==> config.mk <==
export PLATFORM = sky130hd
export DESIGN_NAME = leaf_out_arbiter
export DESIGN_NICKNAME = d
export VERILOG_FILES = /design/src/rtl/leaf_out_arbiter.sv
export SDC_FILE = /design/constraint.sdc
export NUM_CORES = 1
export LEC_CHECK = 0
export BUFFER_PORTS_ARGS = -buffer_cell sky130_fd_sc_hd__buf_2
export CORE_MARGIN = 2
export CORE_UTILIZATION = 45
export CTS_BUF_LIST = sky130_fd_sc_hd__clkbuf_4 sky130_fd_sc_hd__clkbuf_8
export CTS_CLUSTER_SIZE = 24
export DETAILED_ROUTE_END_ITERATION = 6
export PLACE_DENSITY = 0.78
export SLEW_MARGIN = 20
export SYNTH_ARGS = -nofsm -noshare
export SYNTH_HDL_FRONTEND = slang
export SYNTH_SLANG_ARGS = --single-unit
==> constraint.sdc <==
create_clock -name clk_user -period 1.4 [get_ports clk_user]
set_input_delay 0.07 -clock clk_user [delete_from_list [all_inputs] [get_ports clk_user]]
set_output_delay 0.07 -clock clk_user [all_outputs]
set_load 0.01 [all_outputs]
==> src/rtl/leaf_out_arbiter.sv <==
// leaf_out_arbiter
//
// Round-robin arbiter sharing the single leaf-to-BFT egress path between the
// user kernel's output streams. Each accepted 32-bit word is wrapped into one
// BFT packet {valid, dest_leaf, dest_port, seq, payload} using a per-port
// destination table, and held in a one-entry output register until the leaf
// interface takes it.
//
// Optional feature macro: LEAF_ARB_CREDIT_EN
//   defined   - per-port freespace credit counters gate eligibility so a source
//               cannot overrun the remote input buffer.
//   undefined - no credit logic; fs_upd_vld / fs_upd_port are ignored.
//
// Ports
//   clk_user       in   user clock, all logic on the rising edge
//   reset_n        in   synchronous active-low reset
//   din_user       in   NUM_OUT_PORTS*PAYLOAD_BITS, port i in slice i
//   vld_user       in   ap_vld per port
//   ack_user       out  ap_ack per port, combinational, one-hot or zero
//   cfg_we         in   destination table write strobe
//   cfg_port       in   table entry written
//   cfg_dest_leaf  in   destination leaf for the written entry
//   cfg_dest_port  in   destination port for the written entry
//   fs_upd_vld     in   freespace update strobe
//   fs_upd_port    in   port whose credits are returned
//   pkt_out        out  packet to the leaf interface
//   pkt_vld        out  pkt_out valid
//   pkt_rdy        in   leaf interface accepts pkt_out

module leaf_out_arbiter #(
    parameter int unsigned NUM_OUT_PORTS         = 2,
    parameter int unsigned PAYLOAD_BITS          = 32,
    parameter int unsigned NUM_LEAF_BITS         = 5,
    parameter int unsigned NUM_PORT_BITS         = 4,
    parameter int unsigned NUM_ADDR_BITS         = 7,
    parameter int unsigned NUM_BRAM_ADDR_BITS    = 7,
    parameter int unsigned FREESPACE_UPDATE_SIZE = 64,
    parameter int unsigned PACKET_BITS           = 49,
    localparam int unsigned PORT_SEL_BITS =
        (NUM_OUT_PORTS > 1) ? $clog2(NUM_OUT_PORTS) : 1
) (
    input  logic                                  clk_user,
    input  logic                                  reset_n,
    input  logic [NUM_OUT_PORTS*PAYLOAD_BITS-1:0] din_user,
    input  logic [NUM_OUT_PORTS-1:0]              vld_user,
    output logic [NUM_OUT_PORTS-1:0]              ack_user,
    input  logic                                  cfg_we,
    input  logic [PORT_SEL_BITS-1:0]              cfg_port,
    input  logic [NUM_LEAF_BITS-1:0]              cfg_dest_leaf,
    input  logic [NUM_PORT_BITS-1:0]              cfg_dest_port,
    input  logic                                  fs_upd_vld,
    input  logic [PORT_SEL_BITS-1:0]              fs_upd_port,
    output logic [PACKET_BITS-1:0]                pkt_out,
    output logic                                  pkt_vld,
    input  logic                                  pkt_rdy
);

    // ------------------------------------------------------------------
    // Output register state machine
    // ------------------------------------------------------------------
    typedef enum logic [0:0] {
        StEmpty,
        StFull
    } out_state_e;

    out_state_e state_q, state_d;

    // ------------------------------------------------------------------
    // Per-port state
    // ------------------------------------------------------------------
    logic [NUM_OUT_PORTS-1:0] cfg_valid_q, cfg_valid_d;
    logic [NUM_LEAF_BITS-1:0] dest_leaf_q [NUM_OUT_PORTS];
    logic [NUM_LEAF_BITS-1:0] dest_leaf_d [NUM_OUT_PORTS];
    logic [NUM_PORT_BITS-1:0] dest_port_q [NUM_OUT_PORTS];
    logic [NUM_PORT_BITS-1:0] dest_port_d [NUM_OUT_PORTS];
    logic [NUM_ADDR_BITS-1:0] seq_q       [NUM_OUT_PORTS];
    logic [NUM_ADDR_BITS-1:0] seq_d       [NUM_OUT_PORTS];

    logic [PAYLOAD_BITS-1:0]  din_word    [NUM_OUT_PORTS];

    logic [PORT_SEL_BITS-1:0] last_grant_q, last_grant_d;
    logic [PACKET_BITS-1:0]   pkt_q, pkt_d;

    logic [NUM_OUT_PORTS-1:0] eligible;
    logic                     grant_found;
    logic [PORT_SEL_BITS-1:0] grant_idx;
    logic                     can_capture;
    logic                     capture;

    // Split the flat input bus into per-port words.
    for (genvar gi = 0; gi < NUM_OUT_PORTS; gi++) begin : g_din_split
        assign din_word[gi] = din_user[gi*PAYLOAD_BITS +: PAYLOAD_BITS];
    end

`ifdef LEAF_ARB_CREDIT_EN
    // ------------------------------------------------------------------
    // Freespace credits: one counter per port, full at reset.
    // ------------------------------------------------------------------
    localparam int unsigned CREDIT_BITS = NUM_BRAM_ADDR_BITS + 1;
    localparam int unsigned CREDIT_MAX  = 2 ** NUM_BRAM_ADDR_BITS;

    logic [CREDIT_BITS-1:0] credit_q [NUM_OUT_PORTS];
    logic [CREDIT_BITS-1:0] credit_d [NUM_OUT_PORTS];
    int unsigned            credit_sum;

    always_comb begin
        credit_sum = 0;
        for (int unsigned i = 0; i < NUM_OUT_PORTS; i++) begin
            // Grant and update on the same port fold into one net adjustment;
            // the grant only happens with credit > 0, so the sum never wraps.
            credit_sum = 32'(credit_q[i]);
            if (fs_upd_vld && (fs_upd_port == PORT_SEL_BITS'(i))) begin
                credit_sum = credit_sum + FREESPACE_UPDATE_SIZE;
            end
            if (capture && (grant_idx == PORT_SEL_BITS'(i))) begin
                credit_sum = credit_sum - 1;
            end
            if (credit_sum > CREDIT_MAX) begin
                credit_sum = CREDIT_MAX;
            end
            credit_d[i] = CREDIT_BITS'(credit_sum);
        end
    end

    always_ff @(posedge clk_user) begin
        if (!reset_n) begin
            for (int unsigned i = 0; i < NUM_OUT_PORTS; i++) begin
                credit_q[i] <= CREDIT_BITS'(CREDIT_MAX);
            end
        end else begin
            for (int unsigned i = 0; i < NUM_OUT_PORTS; i++) begin
                credit_q[i] <= credit_d[i];
            end
        end
    end

    always_comb begin
        eligible = '0;
        for (int unsigned i = 0; i < NUM_OUT_PORTS; i++) begin
            eligible[i] = vld_user[i] & cfg_valid_q[i] & (credit_q[i] != '0);
        end
    end
`else
    // Credit inputs and sizing parameters have no effect in this build.
    logic unused_credit_inputs;
    assign unused_credit_inputs = ^{fs_upd_vld, fs_upd_port,
                                    NUM_BRAM_ADDR_BITS[0], FREESPACE_UPDATE_SIZE[0]};

    always_comb begin
        eligible = '0;
        for (int unsigned i = 0; i < NUM_OUT_PORTS; i++) begin
            eligible[i] = vld_user[i] & cfg_valid_q[i];
        end
    end
`endif

    // ------------------------------------------------------------------
    // Round-robin search starting one past the last winner.
    // ------------------------------------------------------------------
    always_comb begin
        grant_found = 1'b0;
        grant_idx   = '0;
        for (int unsigned k = 0; k < NUM_OUT_PORTS; k++) begin
            logic [PORT_SEL_BITS-1:0] idx;
            idx = PORT_SEL_BITS'((32'(last_grant_q) + 32'd1 + k) % NUM_OUT_PORTS);
            if (!grant_found && eligible[idx]) begin
                grant_found = 1'b1;
                grant_idx   = idx;
            end
        end
    end

    // The output register can take a new packet when empty or being drained.
    // Gating with reset_n keeps words from being acked while reset is held.
    assign can_capture = (state_q == StEmpty) || pkt_rdy;
    assign capture     = reset_n && can_capture && grant_found;

    always_comb begin
        ack_user = '0;
        if (capture) begin
            ack_user[grant_idx] = 1'b1;
        end
    end

    assign last_grant_d = capture ? grant_idx : last_grant_q;

    // ------------------------------------------------------------------
    // Packet build: registered table contents are used, so a same-cycle
    // table write only affects later packets.
    // ------------------------------------------------------------------
    always_comb begin
        pkt_d = pkt_q;
        if (capture) begin
            pkt_d = {1'b1,
                     dest_leaf_q[grant_idx],
                     dest_port_q[grant_idx],
                     seq_q[grant_idx],
                     din_word[grant_idx]};
        end
    end

    // ------------------------------------------------------------------
    // Destination table and sequence counters
    // ------------------------------------------------------------------
    always_comb begin
        cfg_valid_d = cfg_valid_q;
        for (int unsigned i = 0; i < NUM_OUT_PORTS; i++) begin
            dest_leaf_d[i] = dest_leaf_q[i];
            dest_port_d[i] = dest_port_q[i];
            seq_d[i]       = seq_q[i];
            if (cfg_we && (cfg_port == PORT_SEL_BITS'(i))) begin
                cfg_valid_d[i] = 1'b1;
                dest_leaf_d[i] = cfg_dest_leaf;
                dest_port_d[i] = cfg_dest_port;
            end
            // Natural wrap at 2^NUM_ADDR_BITS.
            if (capture && (grant_idx == PORT_SEL_BITS'(i))) begin
                seq_d[i] = seq_q[i] + NUM_ADDR_BITS'(1);
            end
        end
    end

    always_ff @(posedge clk_user) begin
        if (!reset_n) begin
            cfg_valid_q  <= '0;
            last_grant_q <= PORT_SEL_BITS'(NUM_OUT_PORTS - 1);
            pkt_q        <= '0;
            for (int unsigned i = 0; i < NUM_OUT_PORTS; i++) begin
                dest_leaf_q[i] <= '0;
                dest_port_q[i] <= '0;
                seq_q[i]       <= '0;
            end
        end else begin
            cfg_valid_q  <= cfg_valid_d;
            last_grant_q <= last_grant_d;
            pkt_q        <= pkt_d;
            for (int unsigned i = 0; i < NUM_OUT_PORTS; i++) begin
                dest_leaf_q[i] <= dest_leaf_d[i];
                dest_port_q[i] <= dest_port_d[i];
                seq_q[i]       <= seq_d[i];
            end
        end
    end

    // ------------------------------------------------------------------
    // Output register FSM
    // ------------------------------------------------------------------
    always_ff @(posedge clk_user) begin
        if (!reset_n) begin
            state_q <= StEmpty;
        end else begin
            state_q <= state_d;
        end
    end

    always_comb begin
        state_d = state_q;
        case (state_q)
            StEmpty: begin
                if (capture) begin
                    state_d = StFull;
                end
            end
            StFull: begin
                // A capture alongside pkt_rdy refills the register back-to-back.
                if (pkt_rdy && !capture) begin
                    state_d = StEmpty;
                end
            end
            default: state_d = StEmpty;
        endcase
    end

    assign pkt_vld = (state_q == StFull);
    assign pkt_out = pkt_q;

endmodule
==> impl_metrics.tcl, run 1 <==
set metrics [dict create \
    finalCritPeriodShare_pct 105 \
    wire_per_inst_um 17.2 \
    syn-instance-count 302 \
    async_reset_ff_share_pct 0 \
    synth_area_um2 3370 \
    arrival_ps 1710 \
    grtUsageTotal_pct 23.1 \
    cts_buffer_depth 2 \
    ys_seq_area_share_pct 55.9 \
    clk-insertion-delay-late_ps 350 \
    layout.nets 565 \
    drv_slew 0 \
    clk_pin_slew_ps 90 \
    antenna_found_initial 0 \
    drtIter0Drc 122 \
    grt_max_degree 33 \
    synth_edf_count 18 \
    numCtsBuffers 9 \
    final.setup.worst_slack_ps -76.1 \
    grt_overflow 0 \
    ir_drop_mv 0.699 \
    final_design_area_no_fill_um2 5130 \
    rsz0062_at_grt "true" \
    violations "negative hold slack, negative setup slack" \
    synth_top_family_by_area "compound AO/OA/AOI/OAI gates" \
    synth_area_leaders "dfxtp_1, edfxtp_1, o2bb2ai_1" \
    synth_flop_cell "dfxtp_1" \
    ys_types 33 \
    synth_xor_area_share_pct 0.520 \
    synth_common_cells "dfxtp_1, o2bb2ai_1, a22oi_1" \
    initial_core_util_pct 46.4 \
    port_buffers 131 \
    area_growth_pct 52.3 \
    drc 0 \
    leakagePower_nw 2.11 \
    routabilityCongestion 0.820 \
    synth_top_area_cell "dfxtp_1" \
    core_area_um2 7250 \
    htree_levels 3 \
    layoutNonFillerInstCount 585 \
    p_per_area_nw_per_um2 1010 \
    drt-vias-per-instance 5.54 \
    endpoint_kind "flop" \
    drive_gt1_share_pct 50.2 \
    io_pins 134 \
    tightest_slew_ps 537 \
    dpl_cell_area_um2 4330 \
    first_pass_iters 4 \
    cts-root-buf "clkbuf_8" \
    crit_type "reg -> reg" \
    antenna_left 0 \
    clock_skew_ps 8.42 \
    wirelength_um 10000 \
    die_w_um 90.5 \
    max_freq_mhz 677 \
    max-cap-violations 0 \
    num_vias 3240 \
    grt_pass1_wl_um 15300 \
    diodes 0 \
    preCtsSetupSlack_ps -147 \
    relSlewSlack_pct 64.1 \
    die_h_um 90.5 \
    outcome "complete, but fails checks" \
    row_count 31 \
    min_path_type "in -> reg" \
    grt_pass1_vias 3105 \
    place_inst 539 \
    cp_data_required_time_ps 1630 \
    synth.area.mux_share_pct 0.297 \
    setup_viol 48 \
    hpwlAfterDp_um 6260 \
    fin_hold_ws_ps -7.09 \
    clock-sinks 85 \
    yosys_warnings 0 \
    cts_tree "built" \
    tns_ps -830 \
    synth-seq-cells 85 \
    period_needed_ps 1480 \
    syn_nets 386 \
    hold_viol_final 1 \
    die_area_um2 8190 \
    syn_avg_cell_area_um2 11.1 \
    synth_compound_area_share_pct 28.6 \
    yosysTopAreaCellShare_pct 39.9 \
    synth-simple-area-share_pct 9.03 \
    synth_fa_ha_area_share_pct 0.743 \
    crit_path_start_kind "flop" \
    cp_max_fo 10 \
    yosysMostFrequentCell "dfxtp_1" \
]
==> placed cells by master, fill, tap and decap left out, types with 2 or more instances in the layout <==
cell           Yosys  routed
o21ai_0            7       5
nor2_1             6       6
dfxtp_2            0       3
dfxtp_4            0       2
a22oi_2            0      22
or3_1              4       4
clkbuf_16          0       2
o2bb2ai_2          0       3
or4_4              0       2
nand2_2            0       2
buf_6              0      10
clkinvlp_4         0       2
buf_4              6      27
o211ai_1           2       2
clkbuf_8           0       9
nand2_1            8       6
a21oi_2            1       3
o21ai_2            0       2
nand3_1           10       9
a21boi_1           0       2
dfxtp_1           67      62
xor2_1             2       2
nand4_1            3       3
or4_1              4       2
and2_4             0       4
edfxtp_1          18      18
o2bb2ai_1         47      44
dlygate4sd3_1      0      18
and3_1             9       9
inv_1              8       7
nand3_4            0       2
o31ai_1            6       6
a21oi_1           12       9
buf_12             0       7
buf_2             11     130
a22oi_1           44      22
==> critical path, stage by stage (launching register included) <==
cell       delay [ps]
dfxtp_4           370
nand3b_1          270
and2_4            270
buf_12            150
a22oi_2           170
o2bb2ai_1         130
==> worst paths after layout <==
path              cells after the start     endpoint         start  slack [ps]
setup / recovery                      5  pkt_out[33]  last_grant_q         -80
hold / removal                        3   pkt_out[8]   din_user[8]          -7
setup reg to reg                      5  pkt_out[33]  last_grant_q         -80
hold reg to reg                       2  pkt_out[48]   pkt_out[48]         450
==> cells by family (layout without fill, tap and decap cells) <==
logic type                 count (synthesis)  after routing
AOI/OAI and AO/OA                        125            125
DFF                                       85             85
and+or+nand+nor                           53             53
buffers and inverters                     34            218
adders and majority gates                  2              2
xor gates and xnor gates                   2              2
muxes                                      1              1
==> final cells by class <==
| type | instances | area, µm² |
|---|---|---|
| Timing Repair Buffer | 194 | 1340 |
| Sequential cell | 85 | 1890 |
| Fill cell | 511 | 2130 |
| Clock inverter | 7 | 72.6 |
| Inverter | 8 | 30.0 |
| Tap cell | 99 | 124 |
| Multi-Input combinational cell | 183 | 1550 |
| Clock buffer | 9 | 124 |
==> stage by stage <==
step	util, %	total power [W]	hold WS, ps
after floorplan	-	0.00303	215
after global placement	59.7	0.00334	339
after detailed placement	59.7	0.00336	354
after CTS	67.4	0.00515	0.356
after global routing	70.7	0.00539	5.61
final	70.7	0.00520	-7.09
==> sequential cells by signal, summed over array words and instances, names as in the netlist <==
register and cells:
cfg_valid_q 2, pkt_vld 1, dest_port_q 8, pkt_out 49, last_grant_q 1, dest_leaf_q 10
seq_q 14
==> layer usage <==
| metal | vias to the layer above | part of all wire, % | GRT usage (%) |
|---|---|---|---|
| met3 | 14 | 6.2 | 5.51 |
| met4 | 0 | 1.2 | 7.31 |
| met5 | - | 0 | 0 |
| met2 | 132 | 51 | 39.2 |
| li1 | 1537 | - | - |
| met1 | 1557 | 42 | 29.1 |
==> report_power, final <==
part | switching (W) | internal [W] | leakage, nW
clock network | 0.000908 | 0.000829 | 0.0938
logic | 0.000376 | 0.000383 | 1.29
registers | 0.0000644 | 0.00264 | 0.729
==> what timing repair did <==
item                                    in CTS  in global routing
endpoints found under the setup margin      58                 57
pin swaps                                    7                 16
cloned                                       0                  2
setup buffers                                7                  4
endpoints found under the hold margin       14                  0
hold buffers                                18                  0
resized for setup                           35                 39
Power figures use the tool's default switching activity.
==> run 2: changes to the inputs <==
--- a/config.mk
+++ b/config.mk
@@ -11,8 +11,7 @@
 export CTS_BUF_LIST = sky130_fd_sc_hd__clkbuf_4 sky130_fd_sc_hd__clkbuf_8
 export CTS_CLUSTER_SIZE = 24
 export DETAILED_ROUTE_END_ITERATION = 6
-export PLACE_DENSITY = 0.78
-export SLEW_MARGIN = 20
+export PLACE_DENSITY_LB_ADDON = 0.15
 export SYNTH_ARGS = -nofsm -noshare
 export SYNTH_HDL_FRONTEND = slang
 export SYNTH_SLANG_ARGS = --single-unit
==> impl_metrics.tcl, run 2 (synthesis gave the netlist of run 1 again) <==
set metrics [dict create \
    crit_type "reg -> reg" \
    grt_pass1_wl_um 14100 \
    relSlewSlack_pct 80.9 \
    io_pins 134 \
    htree_levels 3 \
    hold_viol_final 1 \
    drc 0 \
    endpoint_kind "flop" \
    area_growth_pct 53.0 \
    cts_buffer_depth 2 \
    tns_ps -239 \
    port_buffers 131 \
    final.setup.worst_slack_ps -33.7 \
    hpwlAfterDp_um 6050 \
    grt_max_degree 37 \
    layout.nets 562 \
    ir_drop_mv 0.565 \
    preCtsSetupSlack_ps -105 \
    drt-vias-per-instance 5.46 \
    initial_core_util_pct 46.4 \
    antenna_found_initial 0 \
    p_per_area_nw_per_um2 1010 \
    layout_commonest_cell "buf_2" \
    finalCritPeriodShare_pct 102 \
    max_freq_mhz 697 \
    outcome "complete, but fails checks" \
    rsz0062_at_grt "true" \
    max-cap-violations 0 \
    grt_overflow 0 \
    die_h_um 90.5 \
    dpl_cell_area_um2 4340 \
    whs_path_depth 3 \
    clk_pin_slew_ps 80 \
    cts_tree "built" \
    routabilityCongestion 0.788 \
    fin_hold_ws_ps -6.12 \
    clock-sinks 85 \
    num_vias 3175 \
    period_needed_ps 1430 \
    wirelength_um 9870 \
    final_design_area_no_fill_um2 5150 \
    die_w_um 90.5 \
    arrival_ps 1720 \
    min_path_type "in -> reg" \
    numCtsBuffers 9 \
    drv_slew 0 \
    mostFrequentLayoutCells "buf_2, dfxtp_1, o2bb2ai_1" \
    fillers 549 \
    die_area_um2 8190 \
    cts-root-buf "clkbuf_8" \
    crit_path_start_kind "flop" \
    cp_max_fo 5 \
    diodes 0 \
    setup_viol 20 \
    largest_reg_flops 49 \
    leakagePower_nw 2.13 \
    cp_data_required_time_ps 1690 \
    grtUsageTotal_pct 21.2 \
    violations "negative hold slack, negative setup slack" \
    row_count 31 \
    first_pass_iters 4 \
    drtIter0Drc 97 \
    antenna_left 0 \
    drive_gt1_share_pct 54.9 \
    clk-insertion-delay-late_ps 350 \
    clock_skew_ps 7.78 \
    tightest_slew_ps 286 \
    r2r_cells 6 \
    grt_pass1_vias 2819 \
    core_area_um2 7250 \
    wire_per_inst_um 17.0 \
]
run 2: timing repair:
| action | in CTS | in global routing |
|---|---|---|
| resized for setup | 22 | 62 |
| hold endpoints to repair | 4 | 0 |
| setup buffers | 10 | 4 |
| endpoints found under the setup margin | 57 | 58 |
| gates cloned | 0 | 8 |
| pin swaps | 9 | 19 |
| hold buffers | 4 | 0 |
run 2: metrics by stage:
stage	hold slack [ps]	instances	util, %	total power, W
4_1_cts	0.440	571	65.1	0.00509
2_1_floorplan	215	302	-	0.00303
6_report	-6.12	582	71.0	0.00520
3_3_place_gp	347	541	59.8	0.00333
3_5_place_dp	356	541	59.8	0.00335
5_1_grt	-6.80	582	71.0	0.00540
run 2: cell type report:
class,instances,area [µm²],share of cell area [%]
repair buffers,191,1310,25.5
inverters,8,30.0,0.583
multi-input cells,183,1590,30.9
flip-flops and latches,85,1890,36.8
clock inverters,7,72.6,1.41
clock buffers,9,124,2.41
well taps,99,124,2.41
run 2: final timing paths:
kind / from / to / slack, ps
worst max-delay path: cfg_valid_q[0] / seq_q[0][4] / -30
worst min-delay path: din_user[29] / pkt_out[29] / -6
worst max register to register: cfg_valid_q[0] / seq_q[0][4] / -30
worst min register to register: pkt_out[48] / pkt_out[48] / 450
run 2: worst max-delay path, stage by stage (launching register included):
cell	delay (ps)
dfxtp_2	360
and2_4	180
buf_4	120
nand3_4	90
buf_6	140
or3_4	360
a21oi_2	130
run 2: where the power goes:
group          internal, W  switching, W
Sequential         0.00264     0.0000650
Combinational     0.000389      0.000386
Clock             0.000831      0.000889
Total              0.00386       0.00134
run 2: layer usage:
layer	global-route usage [%]	up-vias	wire (µm)
met5	0	-	0
met4	6.79	0	83
met3	4.92	9	694
met2	34.5	112	4920
met1	27.9	1517	4180
li1	-	1537	-
